==> src/rtl/dsc_slice_sched_if.sv <==
// Slice command channel from the DSC slice scheduler to the slice encoder.
interface dsc_slice_sched_if #(
  parameter int DIM_W = 16,
  parameter int IDX_W = 12
) ();
  logic             cmd_valid;
  logic             cmd_ready;
  logic [DIM_W-1:0] cmd_x;
  logic [DIM_W-1:0] cmd_y;
  logic [DIM_W-1:0] cmd_w;
  logic [DIM_W-1:0] cmd_h;
  logic [DIM_W+2:0] cmd_chunk;
  logic [IDX_W-1:0] cmd_idx;
  logic             cmd_last;

  modport master (
    output cmd_valid, cmd_x, cmd_y, cmd_w, cmd_h, cmd_chunk, cmd_idx, cmd_last,
    input  cmd_ready
  );

  modport slave (
    input  cmd_valid, cmd_x, cmd_y, cmd_w, cmd_h, cmd_chunk, cmd_idx, cmd_last,
    output cmd_ready
  );
endinterface

==> src/rtl/dsc_slice_sched.sv <==
// DSC slice scheduler: walks the picture in raster slice order, issues one
// command per slice under a credit limit, and reports picture completion.
module dsc_slice_sched #(
  parameter int DIM_W           = 16,
  parameter int BPP_W           = 10,
  parameter int MAX_OUTSTANDING = 2,
  parameter int IDX_W           = 12
) (
  input  logic             clk,
  input  logic             rst,
  input  logic             start,
  input  logic [DIM_W-1:0] pic_w,
  input  logic [DIM_W-1:0] pic_h,
  input  logic [DIM_W-1:0] slice_width,
  input  logic [DIM_W-1:0] slice_height,
  input  logic [BPP_W-1:0] bits_per_pixel,
  output logic             busy,
  output logic             done,
  output logic             cfg_err,
  input  logic             slice_done,
  output logic             unexp_done,
  dsc_slice_sched_if.master cmd
);

  localparam int CNT_W  = $clog2(MAX_OUTSTANDING + 1);
  localparam int PROD_W = DIM_W + BPP_W;
  localparam int CHK_W  = DIM_W + 3;

  typedef enum logic [1:0] {S_IDLE, S_CHECK, S_ISSUE, S_DRAIN} state_e;

  state_e           state_q, state_d;
  logic [DIM_W-1:0] pw_q, pw_d, ph_q, ph_d, sw_q, sw_d, sh_q, sh_d;
  logic [BPP_W-1:0] bpp_q, bpp_d;
  logic [DIM_W-1:0] x_q, x_d, y_q, y_d;
  logic [IDX_W-1:0] idx_q, idx_d;
  logic [CNT_W-1:0] out_q, out_d;
  logic             done_q, done_d, cfg_err_q, cfg_err_d, unexp_q, unexp_d;

  logic [DIM_W:0]    x_nxt, y_nxt;
  logic [DIM_W-1:0]  rem_w, rem_h, w_c, h_c;
  logic [PROD_W-1:0] prod;
  logic [CHK_W-1:0]  chunk_c;
  logic              x_end, y_end, last_c, credit_ok, valid_c, hs, bad_cfg;

  // Sums carry one extra bit so x+slice_width cannot wrap past pic_w.
  always_comb begin
    x_nxt     = {1'b0, x_q} + {1'b0, sw_q};
    y_nxt     = {1'b0, y_q} + {1'b0, sh_q};
    x_end     = x_nxt >= {1'b0, pw_q};
    y_end     = y_nxt >= {1'b0, ph_q};
    last_c    = x_end && y_end;
    rem_w     = pw_q - x_q;
    rem_h     = ph_q - y_q;
    w_c       = (sw_q < rem_w) ? sw_q : rem_w;
    h_c       = (sh_q < rem_h) ? sh_q : rem_h;
    prod      = PROD_W'(w_c) * PROD_W'(bpp_q);
    // bpp is in 1/16 units and chunk is in bytes: divide by 128, rounding up.
    chunk_c   = CHK_W'(prod[PROD_W-1:7]) + CHK_W'(|prod[6:0]);
    credit_ok = out_q < CNT_W'(MAX_OUTSTANDING);
    valid_c   = (state_q == S_ISSUE) && credit_ok;
    hs        = valid_c && cmd.cmd_ready;
    bad_cfg   = (pw_q == '0) || (ph_q == '0) || (sw_q == '0) || (sh_q == '0) ||
                (bpp_q == '0) || (sw_q > pw_q) || (sh_q > ph_q);
  end

  always_comb begin
    state_d   = state_q;
    pw_d      = pw_q;
    ph_d      = ph_q;
    sw_d      = sw_q;
    sh_d      = sh_q;
    bpp_d     = bpp_q;
    x_d       = x_q;
    y_d       = y_q;
    idx_d     = idx_q;
    done_d    = 1'b0;
    cfg_err_d = 1'b0;
    case (state_q)
      S_IDLE: begin
        if (start) begin
          pw_d    = pic_w;
          ph_d    = pic_h;
          sw_d    = slice_width;
          sh_d    = slice_height;
          bpp_d   = bits_per_pixel;
          state_d = S_CHECK;
        end
      end
      S_CHECK: begin
        if (bad_cfg) begin
          cfg_err_d = 1'b1;
          state_d   = S_IDLE;
        end else begin
          x_d     = '0;
          y_d     = '0;
          idx_d   = '0;
          state_d = S_ISSUE;
        end
      end
      S_ISSUE: begin
        if (hs) begin
          idx_d = idx_q + IDX_W'(1);
          if (x_end) begin
            x_d = '0;
            y_d = y_nxt[DIM_W-1:0];
          end else begin
            x_d = x_nxt[DIM_W-1:0];
          end
          if (last_c) state_d = S_DRAIN;
        end
      end
      S_DRAIN: begin
        if (out_q == '0) begin
          done_d  = 1'b1;
          state_d = S_IDLE;
        end
      end
      default: state_d = S_IDLE;
    endcase
  end

  // Credit counter runs in every state so stray completions are always flagged.
  always_comb begin
    out_d   = out_q;
    unexp_d = 1'b0;
    if (hs && !slice_done) begin
      out_d = out_q + CNT_W'(1);
    end else if (!hs && slice_done) begin
      if (out_q == '0) unexp_d = 1'b1;
      else             out_d   = out_q - CNT_W'(1);
    end
  end

  always_ff @(posedge clk) begin
    if (rst) begin
      state_q   <= S_IDLE;
      pw_q      <= '0;
      ph_q      <= '0;
      sw_q      <= '0;
      sh_q      <= '0;
      bpp_q     <= '0;
      x_q       <= '0;
      y_q       <= '0;
      idx_q     <= '0;
      out_q     <= '0;
      done_q    <= 1'b0;
      cfg_err_q <= 1'b0;
      unexp_q   <= 1'b0;
    end else begin
      state_q   <= state_d;
      pw_q      <= pw_d;
      ph_q      <= ph_d;
      sw_q      <= sw_d;
      sh_q      <= sh_d;
      bpp_q     <= bpp_d;
      x_q       <= x_d;
      y_q       <= y_d;
      idx_q     <= idx_d;
      out_q     <= out_d;
      done_q    <= done_d;
      cfg_err_q <= cfg_err_d;
      unexp_q   <= unexp_d;
    end
  end

  assign busy          = (state_q != S_IDLE);
  assign done          = done_q;
  assign cfg_err       = cfg_err_q;
  assign unexp_done    = unexp_q;
  assign cmd.cmd_valid = valid_c;
  assign cmd.cmd_x     = x_q;
  assign cmd.cmd_y     = y_q;
  assign cmd.cmd_w     = w_c;
  assign cmd.cmd_h     = h_c;
  assign cmd.cmd_chunk = chunk_c;
  assign cmd.cmd_idx   = idx_q;
  assign cmd.cmd_last  = (state_q == S_ISSUE) && last_c;

endmodule

==> src/flat_wrapper.sv <==
// flat-port wrapper written by rule: the top's interface ports become plain ports
module dsc_slice_sched_flat 
#(
  parameter int DIM_W           = 16,
  parameter int BPP_W           = 10,
  parameter int MAX_OUTSTANDING = 2,
  parameter int IDX_W           = 12
)
  (clk, rst, start, pic_w, pic_h, slice_width, slice_height, bits_per_pixel, busy, done, cfg_err, slice_done, unexp_done, cmd_cmd_valid, cmd_cmd_x, cmd_cmd_y, cmd_cmd_w, cmd_cmd_h, cmd_cmd_chunk, cmd_cmd_idx, cmd_cmd_last, cmd_cmd_ready);
  dsc_slice_sched_if #(.DIM_W(DIM_W), .IDX_W(IDX_W)) cmd_i ();
  input  logic clk;
  input  logic rst;
  input  logic start;
  input  logic [DIM_W-1:0] pic_w;
  input  logic [DIM_W-1:0] pic_h;
  input  logic [DIM_W-1:0] slice_width;
  input  logic [DIM_W-1:0] slice_height;
  input  logic [BPP_W-1:0] bits_per_pixel;
  output logic busy;
  output logic done;
  output logic cfg_err;
  input  logic slice_done;
  output logic unexp_done;
  output wire logic [$bits(cmd_i.cmd_valid)-1:0] cmd_cmd_valid;
  output wire logic [$bits(cmd_i.cmd_x)-1:0] cmd_cmd_x;
  output wire logic [$bits(cmd_i.cmd_y)-1:0] cmd_cmd_y;
  output wire logic [$bits(cmd_i.cmd_w)-1:0] cmd_cmd_w;
  output wire logic [$bits(cmd_i.cmd_h)-1:0] cmd_cmd_h;
  output wire logic [$bits(cmd_i.cmd_chunk)-1:0] cmd_cmd_chunk;
  output wire logic [$bits(cmd_i.cmd_idx)-1:0] cmd_cmd_idx;
  output wire logic [$bits(cmd_i.cmd_last)-1:0] cmd_cmd_last;
  input wire logic [$bits(cmd_i.cmd_ready)-1:0] cmd_cmd_ready;
  assign cmd_cmd_valid = cmd_i.cmd_valid;
  assign cmd_cmd_x = cmd_i.cmd_x;
  assign cmd_cmd_y = cmd_i.cmd_y;
  assign cmd_cmd_w = cmd_i.cmd_w;
  assign cmd_cmd_h = cmd_i.cmd_h;
  assign cmd_cmd_chunk = cmd_i.cmd_chunk;
  assign cmd_cmd_idx = cmd_i.cmd_idx;
  assign cmd_cmd_last = cmd_i.cmd_last;
  assign cmd_i.cmd_ready = cmd_cmd_ready;
  dsc_slice_sched #(.DIM_W(DIM_W), .BPP_W(BPP_W), .MAX_OUTSTANDING(MAX_OUTSTANDING), .IDX_W(IDX_W)) u_core (.clk(clk), .rst(rst), .start(start), .pic_w(pic_w), .pic_h(pic_h), .slice_width(slice_width), .slice_height(slice_height), .bits_per_pixel(bits_per_pixel), .busy(busy), .done(done), .cfg_err(cfg_err), .slice_done(slice_done), .unexp_done(unexp_done), .cmd(cmd_i));
endmodule
==> config.mk <==
export PLATFORM = sky130hd
export DESIGN_NAME = dsc_slice_sched_flat
export DESIGN_NICKNAME = d
export VERILOG_FILES = /design/src/rtl/dsc_slice_sched_if.sv /design/src/rtl/dsc_slice_sched.sv /design/src/flat_wrapper.sv
export SDC_FILE = /design/constraint.sdc
export NUM_CORES = 1
export LEC_CHECK = 0
export CORE_MARGIN = 1.5
export CORE_UTILIZATION = 50
export CTS_BUF_LIST = sky130_fd_sc_hd__clkbuf_4 sky130_fd_sc_hd__clkbuf_8
export DETAILED_ROUTE_END_ITERATION = 12
export PLACE_DENSITY_LB_ADDON = 0.1
export SYNTH_ARGS = -nofsm -noshare
export SYNTH_HDL_FRONTEND = slang
export SYNTH_SLANG_ARGS = --single-unit
export TNS_END_PERCENT = 5
==> constraint.sdc <==
create_clock -name clk -period 11.05 [get_ports clk]
set_input_delay 2.21 -clock clk [delete_from_list [all_inputs] [get_ports clk]]
set_output_delay 2.21 -clock clk [all_outputs]
set_load 0.02 [all_outputs]
==> impl_metrics.toml <==
[status]
outcome = "complete, but fails checks"
violations = "design-rule violations, negative setup slack"

[grt]
grt_pass1_vias = 15700
antenna_found_initial = 0
grt_max_degree = 84
grt_pass1_wl_mm = 77.8
overflow = 0
track_usage_pct = 29.6

[setup_path]
path_max_fanout = 8
r2r_slack_ns = 5.20
worstSetupEndpointType = "output port"
max_stage_delay_ns = 0.55
path_delay_family = "adder cells"
crit_type = "reg -> out"
cp.required_ns = 8.84
cp_common_cell = "fa_1"
critPathBufInv = 8
critPathLaunchType = "flip-flop"
critPathArrivalTime_ns = 9.67
cp_slowest_cell = "fa_1"

[final_layout]
synthToLayoutAreaGrowth_pct = 31.1
multi_input_area_mm2 = 0.0127
final_nets = 2740
drive_gt1_share_pct = 17.9
final_cells = 2733
stdcell_area_mm2 = 0.0206
fin_util_pct = 66.9
area.sequential_mm2 = 0.00251
final.fill_count = 2596
diodes = 0

[floorplanning]
dieArea_mm2 = 0.0324
start_util_pct = 51.0
die_y_um = 180
core-area_mm2 = 0.0307
num_io_pins = 180
die_w_um = 180
row_count = 64

[drt]
viasPerCell = 5.57
drcViolationCount = 2
vias = 15200
drtIter0Drc = 940
ant_nets = 0
wl_mm = 47.7
firstDrtPassIters = 11
wire_per_inst_um = 17.5

[place]
io_buffers = 179
placed_cells = 2660
gp_congestion = 0.991
dpl-instance-area_mm2 = 0.0194
hpwl_mm = 37.0

[clock_tree]
cts_buffers = 17
cts.clk_slew.worst_paths_ns = 0.09
cts.path.max_buffers = 2
h-tree-depth = 4
clkSinkCount = 125
ctsRootBufferMaster = "clkbuf_8"
cts_tree = "done"
worstSkewPairLatency_ns = 0.48
ctsHoldBuffers = 0

[sta]
setup_tns_ns = -7.96
worstMarginPinSlew_ns = 1.25
worst_slack_ns = -0.830
slew_headroom_pct = 16.2
period_share_pct = 108
holdWs_ns = 0.510
fin_crit_ns = 11.88
hold_viol_final = 0
slew_violations = 0
max_freq_mhz = 84.2
rsz0062_at_grt = "yes"
setup_viol = 16
skew_ns = 0.0259

[synth]
ys_ff_latch = 125
synth_seq_area_share_pct = 16.0
synth_warnings = 0
ys.flop_type = "dfxtp_1"
synth_common_cells = "nand2_1, inv_1, ha_1, a21oi_1, dfxtp_1"
yosysTopAreaCell = "ha_1"
synthDistinctLibCells = 81
async_flop_share_pct = 0
synthesis.area_mm2 = 0.0157
syn_inst = 1970
yosysMostFrequentCell = "nand2_1"
synth_top_area_share_pct = 17.7
synth_edf_count = 0
avgSynthCellArea_um2 = 7.96
syn-num-nets = 2385
synthTopCellsByArea = "ha_1, dfxtp_1, fa_1"

[power_and_ir_drop]
vdd_drop_max_uv = 78.8
p_leak_uw = 0.00986
power.density_mw_per_mm2 = 120

[worst_hold_path]
hold_class = "reg -> reg"

[flow_run]
cap_viol_max_count = 0
## through the flow
step           setup WS, ns  power (uW)
3_3_place_gp         -0.731        1870
6_report             -0.830        2460
2_1_floorplan        0.0164        1360
3_5_place_dp         -0.946        1910
5_1_grt               -1.26        2630
4_1_cts              -0.718        2440
## worst register-to-register path, stage by stage (launching register included)
cell       delay [ns]
dfxtp_4          0.36
buf_4            0.15
ha_1             0.22
fa_1             0.41
a21o_1           0.18
a21oi_1          0.22
nor2b_1          0.11
o21a_1           0.21
o21ai_0          0.30
o21bai_1         0.10
a211oi_1         0.27
nor2_1           0.11
ha_1             0.30
a21o_1           0.16
a211oi_1         0.24
nor2_1           0.07
a2111oi_0        0.57
o31ai_2          0.18
buf_4            0.24
nor3_1           1.00
nand4b_1         0.22
a21oi_1          0.08
## state kept, by name, summed over array words and instances, names as in the netlist, named ones only
name	cells
u_core.state_q	1
u_core.unexp_done	1
u_core.cmd.cmd_idx	12
u_core.out_q	2
u_core.cmd.cmd_x	16
u_core.sh_q	16
u_core.pw_q	16
u_core.done	1
u_core.cmd.cmd_y	16
u_core.bpp_q	10
u_core.cfg_err	1
u_core.sw_q	16
u_core.ph_q	16
## cell families after synthesis
group	share of synthesized area (%)
adder cells (fa/ha/maj)	32.3
buffers and inverters	7.73
AND/OR/NAND/NOR	20.5
flip-flops	16.0
multiplexers	1.50
AO/OA/AOI/OAI	16.5
XOR/XNOR	5.55
## routing by layer
| metal | up-vias | GRT usage, % | share of wire, % |
|---|---|---|---|
| met2 | 517 | 51.6 | 48 |
| met4 | 0 | 10.7 | 3.2 |
| met5 | - | 0 | 0 |
| met3 | 99 | 3.78 | 6.2 |
| met1 | 7251 | 37.6 | 43 |
| li1 | 7353 | - | - |
## final timing paths
check	from	end	cells after the start
max	u_core.cmd.cmd_x[1]	cmd_cmd_chunk[18]	40
min	u_core.ph_q[15]	u_core.ph_q[15]	2
max reg2reg	u_core.cmd.cmd_x[0]	u_core.cmd.cmd_y[14]	21
min reg2reg	u_core.ph_q[15]	u_core.ph_q[15]	2
## placed cells by master (no fill, tap or decap), types with 11 or more instances in the layout
cell type,synthesis,layout
nand2_1,303,298
inv_1,241,233
nor2_1,87,80
buf_4,1,233
o21a_1,14,14
o21ai_1,9,13
clkdlybuf4s50_1,0,159
nor3_1,26,23
and2_1,88,86
nand2b_1,14,14
a21oi_2,0,13
mux2i_1,19,18
o2111ai_1,14,13
xnor2_1,55,47
nand4_1,22,22
nand3_1,33,30
a22oi_1,14,14
o21bai_1,11,11
ha_1,222,205
clkbuf_8,0,17
xor2_1,40,35
nor4_1,21,20
a21oi_1,171,156
nor2b_1,18,17
ha_4,0,16
and3_1,16,16
dfxtp_1,125,121
a31oi_1,12,11
o21ai_0,46,34
a21o_1,53,52
fa_1,114,110
## report_power, final
group / internal [uW] / switching (uW)
clock: 181 / 224
combinational: 726 / 806
sequential: 473 / 47.1
total: 1380 / 1080
## repair_timing
item / in CTS / in global routing
hold endpoints to repair: 0 / 0
buffers inserted: 41 / 0
cloned: 1 / 0
resized for setup: 156 / 25
setup endpoints to repair: 19 / 19
pin swaps: 85 / 3
## final cells by class
type,count,share of cell area (%)
clock buffer,17,1.14
sequential,125,12.2
timing repair buffer,413,17.4
clock inverter,14,0.663
tap,396,2.41
inverter,241,4.41
multi-input combinational,1527,61.8
No activity file was read; power rests on OpenSTA's default activity.
